$ cat config.mk
export PLATFORM = sky130hd
export DESIGN_NAME = mem_access_unit
export DESIGN_NICKNAME = d
export VERILOG_FILES = /design/src/rtl/mem_access_unit.sv
export SDC_FILE = /design/constraint.sdc
export NUM_CORES = 1
export LEC_CHECK = 0
export CORE_ASPECT_RATIO = 0.7
export CORE_UTILIZATION = 48
export CTS_CLUSTER_DIAMETER = 40
export DETAILED_ROUTE_END_ITERATION = 6
export PLACE_DENSITY_LB_ADDON = 0.15
export SKIP_CTS_REPAIR_TIMING = 1
export SLEW_MARGIN = 40
export SYNTH_ARGS = -nofsm -noshare
export SYNTH_HDL_FRONTEND = slang
export SYNTH_SLANG_ARGS = --single-unit
$ cat constraint.sdc
create_clock -name clk -period 2.4 [get_ports clk]
set_input_delay 0.48 -clock clk [delete_from_list [all_inputs] [get_ports clk]]
set_output_delay 0.48 -clock clk [all_outputs]
set_load 0.03 [all_outputs]
$ cat src/rtl/mem_access_unit.sv
// -----------------------------------------------------------------------------
// mem_access_unit
// Load/store front end between the datapath and a 64-bit data RAM. Turns
// byte-addressed byte/half/word/dword requests into doubleword RAM accesses.
// Sub-doubleword stores are done as read-modify-write; loads are lane-extracted
// and zero- or sign-extended. Misaligned or out-of-range requests return an
// error without touching the RAM.
//
// Optional feature macro: MEM_ACCESS_STATS_EN (adds stat_loads/stat_stores/
// stat_errs saturating 32-bit counters).
//
// Ports:
//   clk, rst_n                  clock (rising edge), async active-low reset
//   req_valid/req_ready         request handshake (ready only in IDLE)
//   req_we/req_size/req_signed  store flag, size (00 B, 01 H, 10 W, 11 D), sign-extend
//   req_addr/req_wdata          byte address, right-justified store data
//   resp_valid/resp_ready       response handshake (held until accepted)
//   resp_rdata/resp_err         load result, error flag
//   ram_address/ram_read_en/ram_write_en/ram_data_in  registered RAM controls
//   ram_out                     RAM read data (combinational from ram_address)
//   stat_loads/stat_stores/stat_errs  (MEM_ACCESS_STATS_EN only)
// -----------------------------------------------------------------------------
module mem_access_unit #(
    parameter int unsigned DEPTH = 32,
    parameter int unsigned IDX_W = 5
) (
    input  logic        clk,
    input  logic        rst_n,
    input  logic        req_valid,
    output logic        req_ready,
    input  logic        req_we,
    input  logic [1:0]  req_size,
    input  logic        req_signed,
    input  logic [63:0] req_addr,
    input  logic [63:0] req_wdata,
    output logic        resp_valid,
    input  logic        resp_ready,
    output logic [63:0] resp_rdata,
    output logic        resp_err,
    output logic [63:0] ram_address,
    output logic        ram_read_en,
    output logic        ram_write_en,
    output logic [63:0] ram_data_in,
    input  logic [63:0] ram_out
`ifdef MEM_ACCESS_STATS_EN
    ,
    output logic [31:0] stat_loads,
    output logic [31:0] stat_stores,
    output logic [31:0] stat_errs
`endif
);

    typedef enum logic [1:0] {IDLE, RD, WR, RESP} state_t;

    state_t           state, state_n;
    logic             lat_we, lat_we_n;
    logic [1:0]       lat_size, lat_size_n;
    logic             lat_signed, lat_signed_n;
    logic [2:0]       lat_off, lat_off_n;
    logic [63:0]      lat_wdata, lat_wdata_n;
    logic             resp_valid_n, resp_err_n;
    logic [63:0]      resp_rdata_n;
    logic [63:0]      ram_address_n, ram_data_in_n;
    logic             ram_read_en_n, ram_write_en_n;
    logic             misaligned, out_of_range;
    logic [2:0]       align_mask;

    // Field mask for an access of the given size, right-justified.
    function automatic logic [63:0] field_mask(input logic [1:0] size);
        case (size)
            2'b00:   field_mask = 64'h0000_0000_0000_00FF;
            2'b01:   field_mask = 64'h0000_0000_0000_FFFF;
            2'b10:   field_mask = 64'h0000_0000_FFFF_FFFF;
            default: field_mask = '1;
        endcase
    endfunction

    function automatic logic [63:0] extract(input logic [63:0] word, input logic [1:0] size,
                                            input logic [2:0] off, input logic sgn);
        logic [63:0] sh;
        sh = word >> {off, 3'b000};
        case (size)
            2'b00:   extract = sgn ? {{56{sh[7]}}, sh[7:0]}   : {56'd0, sh[7:0]};
            2'b01:   extract = sgn ? {{48{sh[15]}}, sh[15:0]} : {48'd0, sh[15:0]};
            2'b10:   extract = sgn ? {{32{sh[31]}}, sh[31:0]} : {32'd0, sh[31:0]};
            default: extract = word;
        endcase
    endfunction

    function automatic logic [63:0] merge(input logic [63:0] word, input logic [63:0] wdata,
                                          input logic [1:0] size, input logic [2:0] off);
        logic [63:0] fm, lm;
        fm    = field_mask(size);
        lm    = fm << {off, 3'b000};
        merge = (word & ~lm) | ((wdata & fm) << {off, 3'b000});
    endfunction

    always_comb begin
        case (req_size)
            2'b00:   align_mask = 3'b000;
            2'b01:   align_mask = 3'b001;
            2'b10:   align_mask = 3'b011;
            default: align_mask = 3'b111;
        endcase
        misaligned   = (req_addr[2:0] & align_mask) != 3'b000;
        out_of_range = req_addr[63:3] >= 61'(DEPTH);
    end

    assign req_ready = (state == IDLE);

    always_comb begin
        state_n        = state;
        lat_we_n       = lat_we;
        lat_size_n     = lat_size;
        lat_signed_n   = lat_signed;
        lat_off_n      = lat_off;
        lat_wdata_n    = lat_wdata;
        resp_valid_n   = resp_valid;
        resp_err_n     = resp_err;
        resp_rdata_n   = resp_rdata;
        ram_address_n  = ram_address;
        ram_data_in_n  = ram_data_in;
        ram_read_en_n  = 1'b0;
        ram_write_en_n = 1'b0;

        case (state)
            IDLE: begin
                if (req_valid) begin
                    lat_we_n     = req_we;
                    lat_size_n   = req_size;
                    lat_signed_n = req_signed;
                    lat_off_n    = req_addr[2:0];
                    lat_wdata_n  = req_wdata;
                    if (misaligned || out_of_range) begin
                        state_n      = RESP;
                        resp_valid_n = 1'b1;
                        resp_err_n   = 1'b1;
                        resp_rdata_n = '0;
                    end else begin
                        ram_address_n = 64'(req_addr[IDX_W+2:3]);
                        if (req_we && req_size == 2'b11) begin
                            state_n        = WR;
                            ram_write_en_n = 1'b1;
                            ram_data_in_n  = req_wdata;
                        end else begin
                            state_n       = RD;
                            ram_read_en_n = 1'b1;
                        end
                    end
                end
            end
            // ram_out is valid this cycle because ram_address was registered on accept.
            RD: begin
                if (lat_we) begin
                    state_n        = WR;
                    ram_write_en_n = 1'b1;
                    ram_data_in_n  = merge(ram_out, lat_wdata, lat_size, lat_off);
                end else begin
                    state_n      = RESP;
                    resp_valid_n = 1'b1;
                    resp_err_n   = 1'b0;
                    resp_rdata_n = extract(ram_out, lat_size, lat_off, lat_signed);
                end
            end
            WR: begin
                state_n      = RESP;
                resp_valid_n = 1'b1;
                resp_err_n   = 1'b0;
                resp_rdata_n = '0;
            end
            RESP: begin
                if (resp_ready) begin
                    state_n      = IDLE;
                    resp_valid_n = 1'b0;
                    resp_err_n   = 1'b0;
                    resp_rdata_n = '0;
                end
            end
            default: state_n = IDLE;
        endcase
    end

    always_ff @(posedge clk or negedge rst_n) begin
        if (!rst_n) begin
            state        <= IDLE;
            lat_we       <= 1'b0;
            lat_size     <= '0;
            lat_signed   <= 1'b0;
            lat_off      <= '0;
            lat_wdata    <= '0;
            resp_valid   <= 1'b0;
            resp_err     <= 1'b0;
            resp_rdata   <= '0;
            ram_address  <= '0;
            ram_data_in  <= '0;
            ram_read_en  <= 1'b0;
            ram_write_en <= 1'b0;
        end else begin
            state        <= state_n;
            lat_we       <= lat_we_n;
            lat_size     <= lat_size_n;
            lat_signed   <= lat_signed_n;
            lat_off      <= lat_off_n;
            lat_wdata    <= lat_wdata_n;
            resp_valid   <= resp_valid_n;
            resp_err     <= resp_err_n;
            resp_rdata   <= resp_rdata_n;
            ram_address  <= ram_address_n;
            ram_data_in  <= ram_data_in_n;
            ram_read_en  <= ram_read_en_n;
            ram_write_en <= ram_write_en_n;
        end
    end

`ifdef MEM_ACCESS_STATS_EN
    logic resp_fire;
    assign resp_fire = (state == RESP) && resp_ready;

    always_ff @(posedge clk or negedge rst_n) begin
        if (!rst_n) begin
            stat_loads  <= '0;
            stat_stores <= '0;
            stat_errs   <= '0;
        end else if (resp_fire) begin
            if (resp_err) begin
                if (stat_errs != '1) stat_errs <= stat_errs + 32'd1;
            end else if (lat_we) begin
                if (stat_stores != '1) stat_stores <= stat_stores + 32'd1;
            end else begin
                if (stat_loads != '1) stat_loads <= stat_loads + 32'd1;
            end
        end
    end
`endif

endmodule

==> key figures <==
Drt
  • Post-DRT Antenna Nets: 0
  • Pre-Repair DR Iteration Count: 7
  • Avg WL per Cell: 25.4 um
  • DR vias: 13.6k
  • Post-route DRC: 3
  • DRT iter0 DRCs: 1,440
  • Via/cell ratio: 6.10
  • Final wirelength: 56,800 um

Yosys
  • Compound-Gate Fraction of Synth Area: 0.247
  • Most frequent cells after synthesis: dfrtp_1 (210), nand2_1 (178), o21ai_0 (133)
  • Post-synthesis xor/xnor area fraction: 0
  • Combinational family with the most area after synthesis: compound AO/OA/AOI/OAI gates
  • Post-synthesis sequential area ratio: 0.403
  • Synth Area in Simple Gates: 0.117
  • Synth Area in Adders: 0.00384
  • Synthesized cell area: 13,000 um2
  • Top cell type's share of synthesized area: 0.403
  • Ranking of synthesized cells by area: dfrtp_1 (40%), mux2_2 (9.0%), mux2i_1 (5.6%)
  • Synth warn: 0
  • Avg Synthesized Cell Area: 9.19 um2
  • Async set or reset register ratio after synthesis: 1.00
  • Post-synth cell types: 59
  • Area leader, netlist: dfrtp_1
  • Post-synth EDFFs: 0
  • Predominant post-synthesis flop cell: dfrtp_1
  • Syn Inst Count: 1,419
  • Yosys reg bits: 210
  • Mux share of post-synthesis cell area: 0.148
  • Count leader, synth: dfrtp_1

Clock tree
  • TritonCTS Buffers: 25
  • Sink Count: 210
  • Clk slew on worst S/H paths: 60 ps
  • H-tree levels: 1
  • Root Driver: clkbuf_16
  • Skew-Pair Late Insertion Delay: 540 ps
  • Clock Tree Buf Depth: 3
  • CTS tree: done

STA
  • Worst-margin pin slew: 685 ps
  • Setup Skew: 11.7 ps
  • Final TNS setup: -16.4 ps
  • Setup WS post-layout: -16.4 ps
  • Period utilisation layout: 1.01
  • Slew HR: 0.543
  • RSZ-0062 raised after global routing: true
  • Maximum clock rate: 0.414 GHz
  • Setup Viol. Count Final: 1
  • Hold Fails Final Rpt: 0
  • Fin crit period: 2420 ps
  • Slew Viols, Final: 0
  • Worst Hold Margin: 455 ps

Setup path
  • Worst Setup Start Kind: flop
  • Slowest stage delay, CP: 580 ps
  • Crit-path max FO: 7
  • Slowest stage cell on the critical path: a221oi_1
  • Worst Path Arrival: 2830 ps
  • Crit Path Category: flop to flop
  • Required @ worst endpoint: 2810 ps
  • CP cell instances: or2_1 -> buf_4 -> a31oi_1 -> o22ai_1 -> a221oi_1 -> o31ai_1
  • Crit path capture type: flop

Run status
  • Violated checks: design-rule violations, negative setup slack
  • Run status: complete, but fails checks

GRT
  • Total global-route track usage: 0.397
  • First-pass GRT wire length: 82,000 um
  • Antenna violations before repair: 2
  • Pin count of the biggest net entering global routing: 81
  • Number of global-route vias before repair: 13.0k
  • Grt ovf: 0

Floorplan
  • Core ar.: 26,700 um2
  • Die area: 27,800 um2
  • Chip width: 199 um
  • I/O pin cnt: 397
  • Cell Rows: 50
  • Die Y: 140 um
  • Starting Density: 0.488

Power and ir drop
  • Clock network power share: 0.150
  • Seq pwr share: 0.247
  • Gate power share: 0.603
  • Internal: 14.6 mW
  • Worst IR Drop VDD: 795 uV
  • Net Sw Power: 13.1 mW
  • Pwr Density: 1480 nW/um2
  • Static leakage power: 8.09 nW
  • Sw frac: 0.474

Placement
  • Post-DP HPWL: 43,900 um
  • RD Place Congestion: 1.03
  • # port buffers: 337
  • Pre-CTS setup slack: -403 ps

Finish
  • Final #Nets: 2,060
  • Share of post-route cells with drive strength above 1: 0.200
  • Area growth, synth to finish: 43.8%
  • Final Util: 0.702

Min path
  • Hold crit path type: input port to asynchronous set/reset pin

Run
  • Max-cap violation count: 0
==> final cells by class <==
type / instances / area, um2
clock inverter: 15 / 224
multi-input combinational: 1078 / 7060
clock buffer: 28 / 667
tap: 364 / 455
timing repair buffer: 529 / 5010
inverter: 12 / 48.8
antenna: 2 / 5.00
sequential: 210 / 5260
fill: 2108 / 7970
==> worst max-delay path: cells and delay by family, from the launching register on <==
family	cells	cell delay, ps
AOI/OAI and AO/OA	4	1280
DFF	1	480
and+or+nand+nor	1	340
buffers and inverters	1	180
==> through the flow <==
stage | cell area (um2) | total power, mW | cells
after floorplan | 13300 | 15.8 | 1477
after CTS | 18600 | 27.1 | 2227
final | 18700 | 27.7 | 2238
after global routing | 18700 | 28.8 | 2236
after detailed placement | 17700 | 22.8 | 2184
after global placement | 17700 | 22.6 | 2184
==> state kept, by name, summed over array words and instances, names as in the netlist <==
| register | cells |
|---|---|
| lat_we | 1 |
| state | 2 |
| lat_signed | 1 |
| resp_valid | 1 |
| lat_wdata | 64 |
| resp_err | 1 |
| ram_address | 5 |
| ram_write_en | 1 |
| resp_rdata | 64 |
| ram_read_en | 1 |
| lat_off | 3 |
| lat_size | 2 |
| ram_data_in | 64 |
==> power groups by stage <==
stage          Sequential [mW]  Clock [mW]  Combinational (mW)
2_1_floorplan             7.97           0                7.85
3_3_place_gp              6.76           0                15.8
3_5_place_dp              6.78           0                16.0
4_1_cts                   6.76        4.18                16.1
5_1_grt                   6.95        4.30                17.6
6_report                  6.84        4.16                16.7
==> kinds of logic (layout without fill, tap and decap cells) <==
logic type,count (synthesis),count (layout)
other,1,61
multiplexers,178,178
adder cells (fa/ha/maj),4,4
flip-flops,210,210
buffers and inverters,191,584
AND/OR/NAND/NOR,365,365
AO/OA/AOI/OAI,470,472
==> cells in the final DEF (no fill, tap or decap), drive strengths merged, types with 8 or more instances in the layout <==
| master | instances |
|---|---|
| o22ai | 17 |
| nor3 | 9 |
| buf | 191 |
| conb | 59 |
| a211oi | 39 |
| dfrtp | 210 |
| nor2 | 123 |
| nor4 | 14 |
| a21oi | 57 |
| clkbuf | 29 |
| o221ai | 16 |
| a221o | 21 |
| mux2 | 104 |
| mux2i | 73 |
| o31ai | 54 |
| o21ai | 142 |
| nand3 | 8 |
| inv | 12 |
| a21o | 22 |
| clkdlybuf4s50 | 335 |
| and2 | 9 |
| a22o | 9 |
| a221oi | 33 |
| o21a | 11 |
| nand2 | 179 |
==> metal layers <==
layer,vias to the layer above,part of all wire,global-route usage
li1,6019,-,-
met1,6633,0.42,0.570
met2,876,0.44,0.603
met3,121,0.11,0.0921
met4,0,0.031,0.0996
met5,-,0,0
==> path summary, 6_finish.rpt <==
path                                                  start                     endpoint  slack (ps)  cells after the start
worst min-delay path                                  rst_n  ram_data_in[51]$_DFFE_PN0P_         460                      2
max in group asynchronous                             rst_n   resp_rdata[19]$_DFFE_PN0P_        1150                      3
worst min register to register  ram_data_in[36]$_DFFE_PN0P_  ram_data_in[36]$_DFFE_PN0P_         480                      1
worst max register to register      lat_size[1]$_DFFE_PN0P_  ram_data_in[26]$_DFFE_PN0P_         -20                      6
worst max-delay path                lat_size[1]$_DFFE_PN0P_  ram_data_in[26]$_DFFE_PN0P_         -20                      6
min in group clk                ram_data_in[36]$_DFFE_PN0P_  ram_data_in[36]$_DFFE_PN0P_         480                      1
(Power assumes the default switching activity.)
